File: src/rtl/leaf_pkt_pkg.sv
// Shared field layout, credit limits and packet assembly for the leaf TX packetizer.
package leaf_pkt_pkg;

    localparam int PKT_W     = 49;
    localparam int PAYLOAD_W = 32;
    localparam int LEAF_W    = 5;
    localparam int PORT_W    = 4;
    localparam int ADDR_W    = 7;

    localparam int VALID_BIT = 48;
    localparam int LEAF_LSB  = 43;
    localparam int PORT_LSB  = 39;
    localparam int ADDR_LSB  = 32;

    localparam int CREDIT_MAX = 1 << ADDR_W;
    localparam int CREDIT_W   = ADDR_W + 1;

    typedef enum logic {
        OUT_EMPTY = 1'b0,
        OUT_FULL  = 1'b1
    } out_state_t;

    function automatic logic [PKT_W-1:0] build_packet(
        input logic [LEAF_W-1:0]    leaf,
        input logic [PORT_W-1:0]    port,
        input logic [ADDR_W-1:0]    addr,
        input logic [PAYLOAD_W-1:0] payload
    );
        return {1'b1, leaf, port, addr, payload};
    endfunction

endpackage

File: src/rtl/leaf_tx_packetizer_rr_arbiter.sv
// Round-robin arbiter: lowest requester at or above the pointer wins, else lowest overall.
module rr_arbiter #(
    parameter int N     = 2,
    parameter int IDX_W = 1
) (
    input  logic             clk,
    input  logic             reset,
    input  logic             en,
    input  logic [N-1:0]     req,
    output logic [N-1:0]     gnt,
    output logic [IDX_W-1:0] gnt_idx,
    output logic             gnt_any
);

    logic [IDX_W-1:0] ptr_q;
    logic [IDX_W-1:0] hi_idx, lo_idx;
    logic             hi_any, lo_any;

    always_comb begin
        hi_any = 1'b0;
        lo_any = 1'b0;
        hi_idx = '0;
        lo_idx = '0;
        for (int i = N - 1; i >= 0; i--) begin
            if (req[i]) begin
                lo_any = 1'b1;
                lo_idx = IDX_W'(i);
                if (i >= int'(ptr_q)) begin
                    hi_any = 1'b1;
                    hi_idx = IDX_W'(i);
                end
            end
        end
        gnt_idx = hi_any ? hi_idx : lo_idx;
        gnt_any = en && lo_any;
        gnt     = gnt_any ? (N'(1) << gnt_idx) : '0;
    end

    always_ff @(posedge clk) begin
        if (reset) begin
            ptr_q <= '0;
        end else if (gnt_any) begin
            ptr_q <= (gnt_idx == IDX_W'(N - 1)) ? '0 : gnt_idx + 1'b1;
        end
    end

endmodule

File: src/rtl/leaf_tx_packetizer.sv
// Leaf TX packetizer: round-robin over user streams, stamps dst/addr, enforces credits, one-entry output register.
module leaf_tx_packetizer
    import leaf_pkt_pkg::*;
#(
    parameter int PACKET_BITS           = 49,
    parameter int PAYLOAD_BITS          = 32,
    parameter int NUM_LEAF_BITS         = 5,
    parameter int NUM_PORT_BITS         = 4,
    parameter int NUM_ADDR_BITS         = 7,
    parameter int NUM_OUT_PORTS         = 2,
    parameter int FREESPACE_UPDATE_SIZE = 64
) (
    input  logic                                                  clk_user,
    input  logic                                                  reset,
    input  logic [NUM_OUT_PORTS*PAYLOAD_BITS-1:0]                 din_leaf_user2interface,
    input  logic [NUM_OUT_PORTS-1:0]                              vld_user2interface,
    output logic [NUM_OUT_PORTS-1:0]                              ack_interface2user,
    input  logic [NUM_OUT_PORTS*(NUM_LEAF_BITS+NUM_PORT_BITS)-1:0] dst_cfg,
    input  logic                                                  credit_upd_vld,
    input  logic [NUM_PORT_BITS-1:0]                              credit_upd_port,
    output logic [PACKET_BITS-1:0]                                dout_leaf_interface2bft,
    input  logic                                                  bft_ready
);

    localparam int CFG_W = NUM_LEAF_BITS + NUM_PORT_BITS;
    localparam int IDX_W = (NUM_OUT_PORTS > 1) ? $clog2(NUM_OUT_PORTS) : 1;

    out_state_t state_q, state_d;

    logic [CREDIT_W-1:0]      credit_q [NUM_OUT_PORTS];
    logic [NUM_ADDR_BITS-1:0] addr_q   [NUM_OUT_PORTS];
    logic [CFG_W-1:0]         cfg_arr  [NUM_OUT_PORTS];
    logic [PAYLOAD_BITS-1:0]  din_arr  [NUM_OUT_PORTS];

    logic [NUM_OUT_PORTS-1:0] req, gnt, upd_hit;
    logic [IDX_W-1:0]         gnt_idx;
    logic                     gnt_any, grant_en;
    logic [PACKET_BITS-1:0]   pkt_p1;

    function automatic logic [CREDIT_W-1:0] next_credit(
        input logic [CREDIT_W-1:0] cur,
        input logic                dec,
        input logic                inc
    );
        int sum;
        sum = int'(cur) - int'(dec) + (inc ? FREESPACE_UPDATE_SIZE : 0);
        if (sum > CREDIT_MAX) sum = CREDIT_MAX;
        return CREDIT_W'(sum);
    endfunction

    always_comb begin
        for (int i = 0; i < NUM_OUT_PORTS; i++) begin
            cfg_arr[i] = dst_cfg[i*CFG_W +: CFG_W];
            din_arr[i] = din_leaf_user2interface[i*PAYLOAD_BITS +: PAYLOAD_BITS];
            req[i]     = vld_user2interface[i] && (credit_q[i] != '0);
            upd_hit[i] = credit_upd_vld && (int'(credit_upd_port) == i);
        end
    end

    // Reset suppresses grants so no ack escapes during the reset cycle.
    assign grant_en = !reset && ((state_q == OUT_EMPTY) || bft_ready);

    rr_arbiter #(
        .N     (NUM_OUT_PORTS),
        .IDX_W (IDX_W)
    ) u_arb (
        .clk     (clk_user),
        .reset   (reset),
        .en      (grant_en),
        .req     (req),
        .gnt     (gnt),
        .gnt_idx (gnt_idx),
        .gnt_any (gnt_any)
    );

    assign ack_interface2user = gnt;

    always_comb begin
        state_d = state_q;
        case (state_q)
            OUT_EMPTY: if (gnt_any) state_d = OUT_FULL;
            OUT_FULL:  if (bft_ready) state_d = gnt_any ? OUT_FULL : OUT_EMPTY;
            default:   state_d = OUT_EMPTY;
        endcase
    end

    always_ff @(posedge clk_user) begin
        if (reset) state_q <= OUT_EMPTY;
        else       state_q <= state_d;
    end

    // Stage p1: output register, reloaded on grant, cleared when drained.
    always_ff @(posedge clk_user) begin
        if (reset) begin
            pkt_p1 <= '0;
        end else if (gnt_any) begin
            pkt_p1 <= build_packet(cfg_arr[gnt_idx][CFG_W-1 -: NUM_LEAF_BITS],
                                   cfg_arr[gnt_idx][NUM_PORT_BITS-1:0],
                                   addr_q[gnt_idx], din_arr[gnt_idx]);
        end else if (state_q == OUT_FULL && bft_ready) begin
            pkt_p1 <= '0;
        end
    end

    assign dout_leaf_interface2bft = pkt_p1;

    always_ff @(posedge clk_user) begin
        if (reset) begin
            for (int i = 0; i < NUM_OUT_PORTS; i++) begin
                credit_q[i] <= CREDIT_W'(CREDIT_MAX);
                addr_q[i]   <= '0;
            end
        end else begin
            for (int i = 0; i < NUM_OUT_PORTS; i++) begin
                credit_q[i] <= next_credit(credit_q[i], gnt[i], upd_hit[i]);
                if (gnt[i]) addr_q[i] <= addr_q[i] + 1'b1;
            end
        end
    end

endmodule
File: config.mk
export PLATFORM = sky130hd
export DESIGN_NAME = leaf_tx_packetizer
export DESIGN_NICKNAME = d
export VERILOG_FILES = /design/src/rtl/leaf_pkt_pkg.sv /design/src/rtl/leaf_tx_packetizer_rr_arbiter.sv /design/src/rtl/leaf_tx_packetizer.sv
export SDC_FILE = /design/constraint.sdc
export NUM_CORES = 1
export LEC_CHECK = 0
export ABC_AREA = 1
export CORE_UTILIZATION = 49
export CTS_CLUSTER_SIZE = 28
export DETAILED_ROUTE_END_ITERATION = 16
export PLACE_DENSITY = 0.85
export SYNTH_ARGS = -nofsm -noshare
export SYNTH_HDL_FRONTEND = slang
export SYNTH_SLANG_ARGS = --single-unit
File: constraint.sdc
create_clock -name clk_user -period 8.7 [get_ports clk_user]
set_clock_uncertainty 0.1 [all_clocks]
set_input_delay 0.87 -clock clk_user [delete_from_list [all_inputs] [get_ports clk_user]]
set_output_delay 0.87 -clock clk_user [all_outputs]
set_load 0.01 [all_outputs]
Word-level counts from Yosys, hierarchy flattened
Memories as Yosys holds them, arrays and structs flattened.
Index checks and enable logic that the tools add are counted.
- flip-flop bits (word level): 51
- latch bits: 0
- bits in writable memories: 30
- ROM bits: 0
- input bits: 92
- output and inout bits: 51
- word-level logic and storage cells: 77
- memories: 2
- $add $sub $neg: 7
- multipliers: 0
- divide/modulo/power cells: 0
- $lt $le $gt $ge: 4
- equal/unequal tests: 1
- shift-type cells: 1
- muxes and demuxes: 40
- bitwise gates (word level): 6
- reduce and logical (&&, ||, !) cells: 13
- memories (memory ; words ; bits a word ; rd ports ; clocked after memory_dff ; wr ports ; RTL line ; source):
    credit_q ; 2 ; 8 ; 2 ; 0 ; 2 ; leaf_tx_packetizer.sv:30 ; logic [CREDIT_W-1:0] credit_q [NUM_OUT_PORTS];
    addr_q ; 2 ; 7 ; 3 ; 0 ; 2 ; leaf_tx_packetizer.sv:31 ; logic [NUM_ADDR_BITS-1:0] addr_q [NUM_OUT_PORTS];
- operators with widths (cell ; number):
    49-bit 2-to-1 mux ; 2
    32-bit 2-to-1 mux ; 3
    8-bit 2-to-1 mux ; 6
    7-bit 2-to-1 mux ; 4
    9-bit 2-to-1 mux ; 3
    9-bit by 8-bit adder with 10-bit output ; 2
    10-bit by 9-bit > comparator with 1-bit output (second input constant) ; 2
    1-bit 2-to-1 mux ; 20
    8-bit by 1-bit subtractor with 9-bit output ; 2
    8-bit nonzero test ; 2
    7-bit by 1-bit adder with 7-bit output (second input constant) ; 2
    1-bit logical AND ; 7
    4-bit by 2-bit equality test with 1-bit output (second input constant) ; 1
    4-bit logical NOT ; 1
    1-bit OR ; 4
    2-bit >= comparator (second input constant) ; 1
    2-bit 2-to-1 mux ; 1
    1-bit NOT with 2-bit output ; 1
    1-bit case mux with 2 select lines ; 1
    2-bit nonzero test ; 1
    1-bit by 1-bit left shift with 2-bit output (first input constant) ; 1
    1-bit adder (second input constant) ; 1
    1-bit >= comparator (first input constant) ; 1
    1-bit logical NOT ; 1
    2 further kinds ; 2

Depth between registers and ports, before layout
Gate-level depths: netlist of run 1.
An unclocked memory read counts as a cell.
- depth in word-level cells: 15
- mapped depth: 25
- gate-level depth less buffers: 23

Modules after synthesis
Synthesis of run 1 repeated with hierarchy kept, for this count alone.
- cells, all modules: 556
- area, all modules: 3987.6 um^2
- by module, submodules not included (module ; times used ; cells each ; area an instance (um^2) ; sequential area each (um^2)):
    leaf_tx_packetizer ; 1 ; 541 ; 3907.5 ; 1741.7
    rr_arbiter ; 1 ; 15 ; 80.1 ; 20.0

Worst setup path after synthesis of run 1
No wires, ideal clock.
- path type: input -> register
- start: in bft_ready
- end: mem credit_q[0][10] (netlist name)
- library setup time: 0.066 ns
- arrival: 3.494 ns
- slack: 5.040 ns
- stages: 23
- buffers on the path: 2
- cells stage by stage: nor2_1 > nor2_1 > nand2_4 > buf_6 > buf_2 > nor2_1 > ha_1 > ha_1 > nand3_1 > inv_1 > nand2_1 > nor2_1 > xor2_1 > ha_1 > nor2_1 > nand3_1 > nor2_1 > nand2_1 > nand2_1 > nand2_1 > nand2_1 > nand2_1 > nor2_1
- RTL lines (element ; RTL line ; source):
    from (decl) ; leaf_tx_packetizer.sv:22 ; input logic bft_ready
    to (decl) ; leaf_tx_packetizer.sv:30 ;

==> results of run 1 <==
-- flip-flops by register name, indices dropped and copies added (netlist names) --
register                 count
addr_q                      14
credit_q                    16
dout_leaf_interface2bft     49
state_q                      1
u_arb.ptr_q                  1
-- area by class of cell --
type                       instances  area, um2
inverter                          36        135
clock inverter                     3       20.0
timing repair buffer             142       1420
tap                              105        131
clock buffer                      13        180
fill                             735       2590
sequential                        81       1760
multi-input combinational        450       2150
-- cell usage after synthesis --
cell                         n  area share
sky130_fd_sc_hd__nand2_1   188        0.16
sky130_fd_sc_hd__nand3_1   110        0.13
sky130_fd_sc_hd__dfxtp_1    67        0.31
sky130_fd_sc_hd__a21oi_1    50       0.058
sky130_fd_sc_hd__nor2_1     48       0.042
sky130_fd_sc_hd__inv_1      34       0.030
sky130_fd_sc_hd__buf_6      14       0.037
sky130_fd_sc_hd__edfxtp_1   14       0.097
sky130_fd_sc_hd__buf_2      10       0.012
sky130_fd_sc_hd__clkbuf_1   10      0.0087
sky130_fd_sc_hd__ha_1       10       0.029
sky130_fd_sc_hd__xor2_1      6       0.012
sky130_fd_sc_hd__nand3b_1    5      0.0087
sky130_fd_sc_hd__or2_2       4      0.0058
sky130_fd_sc_hd__xnor2_1     4      0.0081
sky130_fd_sc_hd__nand4_1     3      0.0043
sky130_fd_sc_hd__nor3b_1     3      0.0052
sky130_fd_sc_hd__o21ai_0     3      0.0035
sky130_fd_sc_hd__and2_1      2      0.0029
sky130_fd_sc_hd__buf_4       2      0.0035
sky130_fd_sc_hd__inv_2       2      0.0017
sky130_fd_sc_hd__nand2_4     2      0.0052
sky130_fd_sc_hd__nand3_2     2      0.0046
sky130_fd_sc_hd__nor2_2      2      0.0029
sky130_fd_sc_hd__nor4_1      2      0.0029
sky130_fd_sc_hd__a21oi_2     1      0.0020
sky130_fd_sc_hd__buf_8       1      0.0035
sky130_fd_sc_hd__nand2_2     1      0.0015
sky130_fd_sc_hd__nor2_4      1      0.0026
sky130_fd_sc_hd__nor3_1      1      0.0012
sky130_fd_sc_hd__o21ai_1     1      0.0012
sky130_fd_sc_hd__o21ai_2     1      0.0020
-- cell families (layout without fill, tap and decap cells) --
family | count (synthesis) | count (layout)
AND/OR/NAND/NOR | 374 | 374
flip-flops | 81 | 81
buffers and inverters | 73 | 194
AO/OA/AOI/OAI | 56 | 56
adder cells (fa/ha/maj) | 10 | 10
XOR/XNOR | 10 | 10
-- stage by stage --
| step | hold WS [ns] | setup slack (ns) | utilization |
|---|---|---|---|
| floorplan | 0.349 | 5.04 | - |
| global placement | 0.370 | 3.47 | 0.667 |
| detailed placement | 0.374 | 3.19 | 0.667 |
| CTS | 0.386 | 3.51 | 0.691 |
| global route | 0.400 | 3.00 | 0.691 |
| finish | 0.386 | 3.42 | 0.691 |
-- metal layers --
metal  up-vias  GRT usage
li1       2200          -
met1      1995      0.280
met4         0     0.0896
met2       123      0.432
met3        18     0.0490
met5         -          0
-- where the power goes --
group          switching (mW)  internal (mW)
Sequential             0.0201          0.412
Clock                   0.134          0.137
Combinational           0.147          0.120
Total                   0.301          0.669
-- layout by cell type (no fill, tap or decap), drive strengths merged, types with 3 or more instances in the layout --
master / instances
a21oi: 51
dfxtp: 67
o21ai: 5
nand4: 3
xor2: 6
nor2: 51
nand2: 191
inv: 37
clkbuf: 13
nand3b: 5
nor3b: 3
clkdlybuf4s50: 141
edfxtp: 14
xnor2: 4
ha: 10
nand3: 112
or2: 4
-- worst max-delay path by stage --
stage | cells past startpoint | slack, ns | start | end
2_1_floorplan | 23 | 5.04 | bft_ready | credit_q[0][10]
3_3_place_gp | 20 | 3.47 | vld_user2interface[0] | credit_q[0][3]
3_5_place_dp | 20 | 3.19 | vld_user2interface[0] | credit_q[0][2]
4_1_cts | 20 | 3.51 | vld_user2interface[0] | credit_q[0][2]
5_1_grt | 20 | 3.00 | vld_user2interface[0] | credit_q[0][2]
6_report | 20 | 3.42 | vld_user2interface[0] | credit_q[0][0]
-- critical path: cells and delay by family --
family,cells,cell delay (ns)
xor+xnor,1,0.19
fa+ha+maj,3,0.78
buf+inv,2,0.63
simple gates,14,2.94
==> results.toml, run 1 <==
[outcome]
outcome = "completed"

[power_and_ir_drop]
p_leak_nw = 2.43
power.density_cell_area_mw_per_mm2 = 167
vdd.ir_drop.worst_uv = 113
fin_total_pwr_mw = 0.970

[placement]
placedInstanceArea_mm2 = 0.00559
port_buffers = 142
hpwl_mm = 7.86
placedCellCount = 814
gp_congestion = 0.856

[detailed_routing]
met3RoutedLength_um = 688
route.final.wire_length_mm = 11.3
met2WireLength_mm = 5.66
detail_route.wl_per_cell_um = 13.6
via_per_inst = 5.22
post_drt_antenna_nets = 0
route.top_layer_used = "met4"
route.vias.total = 4336
drc = 0
m1WireLength_mm = 4.73
drt-pass1-iter-count = 4
initialDrtViolationCount = 171

[cells_and_area]
layout.nets = 822
num_antenna_cells = 0
final_area_mm2 = 0.00579
layout-drive-gt1-share = 0.0455
instances_no_fill = 830
area_growth_syn_to_layout_pct = 34.2

[floorplanning]
io_pins = 143
die_y_um = 95.8
coreArea_mm2 = 0.00838
dieArea_mm2 = 0.00919
initial_core_utilization = 0.515
chipWidth_um = 95.8
fp-row-count = 33

[worst_hold_path]
holdCritPathClass = "flop to flop"
hold_path_startpoint = "dout_leaf_interface2bft[20]"
holdPathStages = 2
worst_hold_path.endpoint = "dout_leaf_interface2bft[20]"

[worst_setup_path]
crit_path_max_incr_delay_ns = 0.86
largest_driver_fanout_on_the_critical_path = 51
path_cells = "clkdlybuf4s50_1 -> nand3_2 -> nand2_4 -> inv_1 -> nor2_1 -> ha_1 -> ha_1 -> nand3b_1 -> nor2_1 -> xor2_1 -> ha_1 -> nor2_1 -> nand2_1 -> nor2_1 -> nand3_1 -> nand2_1 -> nand2_1 -> nand2_1 -> nand2_1 -> nor2_1"
reg2reg_to = "credit_q[0][0]"
required_ns = 8.88
critical-path-slowest-cell = "sky130_fd_sc_hd__nand2_4"
crit_arrival_ns = 5.46
timing.setup.critical_path_class = "input pin to flop"
worstReg2RegStart = "credit_q[0][5]"
critical_path.endpoint_type = "flop"
worst-r2r-setup-slack_ns = 3.80
start_kind = "input pin"
r2r.worst_path.cells = 21

[global_routing]
grt_overflow = 0
first_global_vias = 3875
gr-usage-all-layers = 0.240
grt_first_pass_wirelength_mm = 17.1
largest_net_degree_at_the_start_of_global_routing = 70
antenna_found_initial = 0

[sta]
setup_viol = 0
finalHoldViolations = 0
finalWorstPathRequiredPeriod_ns = 5.28
rsz0062_at_grt = "false"
fin_tns_setup_ns = 0
timing.fmax_mhz = 189
worst_slew_pin_slew_ns = 1.05
slew_viol_final = 0
final.period_utilization = 0.607
slew-limit-headroom = 0.302

[synthesis]
netlist_area_mm2 = 0.00432
synth_simple_gate_area_frac = 0.381
fraction_of_synthesized_cell_area_in_xor_and_xnor_cells = 0.0203
multiplexer_share_of_the_synthesized_area = 0
synth_top_family_by_area = "simple AND/OR/NAND/NOR gates"
post_synthesis_share_of_cell_area_spent_on_full_adders_half_adders_and_majority_gates = 0.0290
synth_cell_type_count = 32
synth-compound-area-share = 0.0667
postSynthRegisterBits = 81
syn_avg_cell_area_um2 = 7.14
synthCells = 604
syn-num-nets = 706
synth-seq-area-share = 0.408
ys_warns = 0

[cts]
cts_h_tree_lvls = 3
cts_sinks = 81
clockBufferDepth = 2
postCtsSetupBuffers = 0
worstSkewPairLatency_ns = 0.35
cts.clk_slew.worst_paths_ns = 0.08
cts-buffers-inserted = 9
tritoncts_clock_tree = "built"
clockRootBuffer = "sky130_fd_sc_hd__clkbuf_8"
cts_hold_buffers = 0
post_cts_resized = 0

[job]
max_cap_viol_count = 0
(Power assumes the default switching activity.)
==> inputs of run 2 (changes only) <==
--- a/config.mk
+++ b/config.mk
@@ -6,10 +6,10 @@
 export NUM_CORES = 1
 export LEC_CHECK = 0
 export ABC_AREA = 1
-export CORE_UTILIZATION = 49
+export CORE_UTILIZATION = 42
 export CTS_CLUSTER_SIZE = 28
 export DETAILED_ROUTE_END_ITERATION = 16
-export PLACE_DENSITY = 0.85
+export PLACE_DENSITY = 0.77
 export SYNTH_ARGS = -nofsm -noshare
 export SYNTH_HDL_FRONTEND = slang
 export SYNTH_SLANG_ARGS = --single-unit
==> constraint.sdc (replaced) <==
create_clock -name clk_user -period 4.49 [get_ports clk_user]
set_clock_uncertainty 0.1 [all_clocks]
set_input_delay 0.449 -clock clk_user [delete_from_list [all_inputs] [get_ports clk_user]]
set_output_delay 0.449 -clock clk_user [all_outputs]
set_load 0.01 [all_outputs]
==> run 2 against run 1 <==
Effect of this change: design area up 1.1%; sequential share of layout area down 0.34 points; first-iteration DRC count up 2.3%; combinational power up 95%; count of clock-buffer cells in the layout down 4.
==> results.toml, run 2 (synthesis results as in run 1) <==
[cts]
clockBufferDepth = 2
cts-buffers-inserted = 9
tritoncts_clock_tree = "built"
clockRootBuffer = "sky130_fd_sc_hd__clkbuf_8"
cts_sinks = 81
cts.clk_slew.worst_paths_ns = 0.08
cts_hold_buffers = 0
cts_h_tree_lvls = 3
worstSkewPairLatency_ns = 0.35
postCtsSetupBuffers = 0
post_cts_resized = 0

[worst_setup_path]
path_cells = "nor2_2 -> nand3_1 -> o21ai_2 -> inv_2 -> nand2_4 -> inv_1 -> nor2_1 -> ha_1 -> ha_1 -> nand3b_1 -> nor2_1 -> xor2_1 -> ha_1 -> nor2_1 -> nand2_1 -> nor2_1 -> nand3_1 -> nand2_1 -> nand2_1 -> nand2_1 -> nand2_1 -> nor2_1"
required_ns = 4.68
crit_path_max_incr_delay_ns = 0.36
timing.setup.critical_path_class = "flop to flop"
crit_arrival_ns = 3.82
largest_driver_fanout_on_the_critical_path = 23
critical_path.n_buffers_inverters = 2
critPathTopFamily = "simple AND/OR/NAND/NOR gates"
start_kind = "flop"
critical-path-slowest-cell = "sky130_fd_sc_hd__dfxtp_1"
critical_path.endpoint_type = "flop"

[sta]
finalWorstPathRequiredPeriod_ns = 3.64
worst_slew_pin_slew_ns = 1.15
slew-limit-headroom = 0.224
slew_viol_final = 0
setup_viol = 0
final.period_utilization = 0.811
timing.fmax_mhz = 275
hold-worst-slack_ns = 0.385
rsz0062_at_grt = "false"
fin_tns_setup_ns = 0
finalHoldViolations = 0

[cells_and_area]
num-fill-cells = 906
mostFrequentLayoutCell = "sky130_fd_sc_hd__nand2_1"
num_antenna_cells = 0
final_area_mm2 = 0.00586
largest_register_ffs = 49
most-common-layout-cells = "187 x sky130_fd_sc_hd__nand2_1, 141 x sky130_fd_sc_hd__clkdlybuf4s50_1, 110 x sky130_fd_sc_hd__nand3_1"
layout-drive-gt1-share = 0.0507
area_growth_syn_to_layout_pct = 35.7
layout.nets = 827

[global_routing]
gr-usage-all-layers = 0.213
grt_first_pass_wirelength_mm = 17.8
grt_overflow = 0
first_global_vias = 3899
largest_net_degree_at_the_start_of_global_routing = 62
antenna_found_initial = 1

[placement]
port_buffers = 142
placedInstanceArea_mm2 = 0.00566
hpwl_mm = 8.00
gp_congestion = 0.849

[power_and_ir_drop]
vdd.ir_drop.worst_uv = 218
power.density_cell_area_mw_per_mm2 = 321
p_leak_nw = 2.45

[floorplanning]
die_y_um = 103
coreArea_mm2 = 0.00986
initial_core_utilization = 0.437
io_pins = 143
dieArea_mm2 = 0.0107
chipWidth_um = 103
fp-row-count = 36

[worst_hold_path]
holdCritPathClass = "flop to flop"

[job]
max_cap_viol_count = 0

[detailed_routing]
drc = 0
drt-pass1-iter-count = 4
via_per_inst = 4.98
post_drt_antenna_nets = 0
detail_route.wl_per_cell_um = 13.3
initialDrtViolationCount = 175
route.vias.total = 4297
route.final.wire_length_mm = 11.5

[outcome]
outcome = "completed"
==> run 2: changes by cell type in the layout (fill, tap and decap cells not counted), sizes merged <==
cell | before | now
buf | 1 | 6
bufinv | 0 | 1
clkbuf | 13 | 9
clkinv | 2 | 5
==> run 2: power breakdown <==
group	total (mW)	switching (mW)	internal, mW
clock	0.523	0.267	0.256
combinational	0.520	0.285	0.236
sequential	0.838	0.0389	0.799
==> run 2: metal layers <==
metal	wire length, um	global-route usage	vias to the layer above
met3	744	0.0316	16
met5	13	0	-
met2	5480	0.383	144
li1	-	-	2206
met1	5090	0.259	1929
met4	167	0.0769	2
==> run 2: final cells by class <==
class / instances / area, um2 / area share
clock buffers: 9 / 124 / 0.0212
clock inverters: 7 / 68.8 / 0.0118
inverters: 36 / 135 / 0.0231
multi-input cells: 450 / 2150 / 0.366
flip-flops and latches: 81 / 1760 / 0.301
well taps: 133 / 166 / 0.0284
repair buffers: 147 / 1450 / 0.248
==> run 2: worst paths after layout <==
kind                                                  start                          end  slack (ns)  depth (start not counted)
worst min register to register  dout_leaf_interface2bft[16]  dout_leaf_interface2bft[16]        0.38                          2
worst min-delay path            dout_leaf_interface2bft[16]  dout_leaf_interface2bft[16]        0.38                          2
worst max register to register              credit_q[0][13]               credit_q[0][3]        0.85                         22
worst max-delay path                        credit_q[0][13]               credit_q[0][3]        0.85                         22
==> run 2: tightest hold or removal path, stage by stage, from the launching register on <==
cell	delay, ns
sky130_fd_sc_hd__dfxtp_1	0.32
sky130_fd_sc_hd__nand3_1	0.07
sky130_fd_sc_hd__a21oi_1	0.06
==> run 2: per-stage QoR <==
stage          utilization  power, mW  std cells  setup slack, ns
2_1_floorplan            -       1.18        604             1.24
3_3_place_gp         0.574       1.36        847            0.946
3_5_place_dp         0.574       1.37        847            0.752
4_1_cts              0.594       1.89        863            0.900
5_1_grt              0.594       2.00        863            0.442
6_report             0.594       1.88        863            0.851
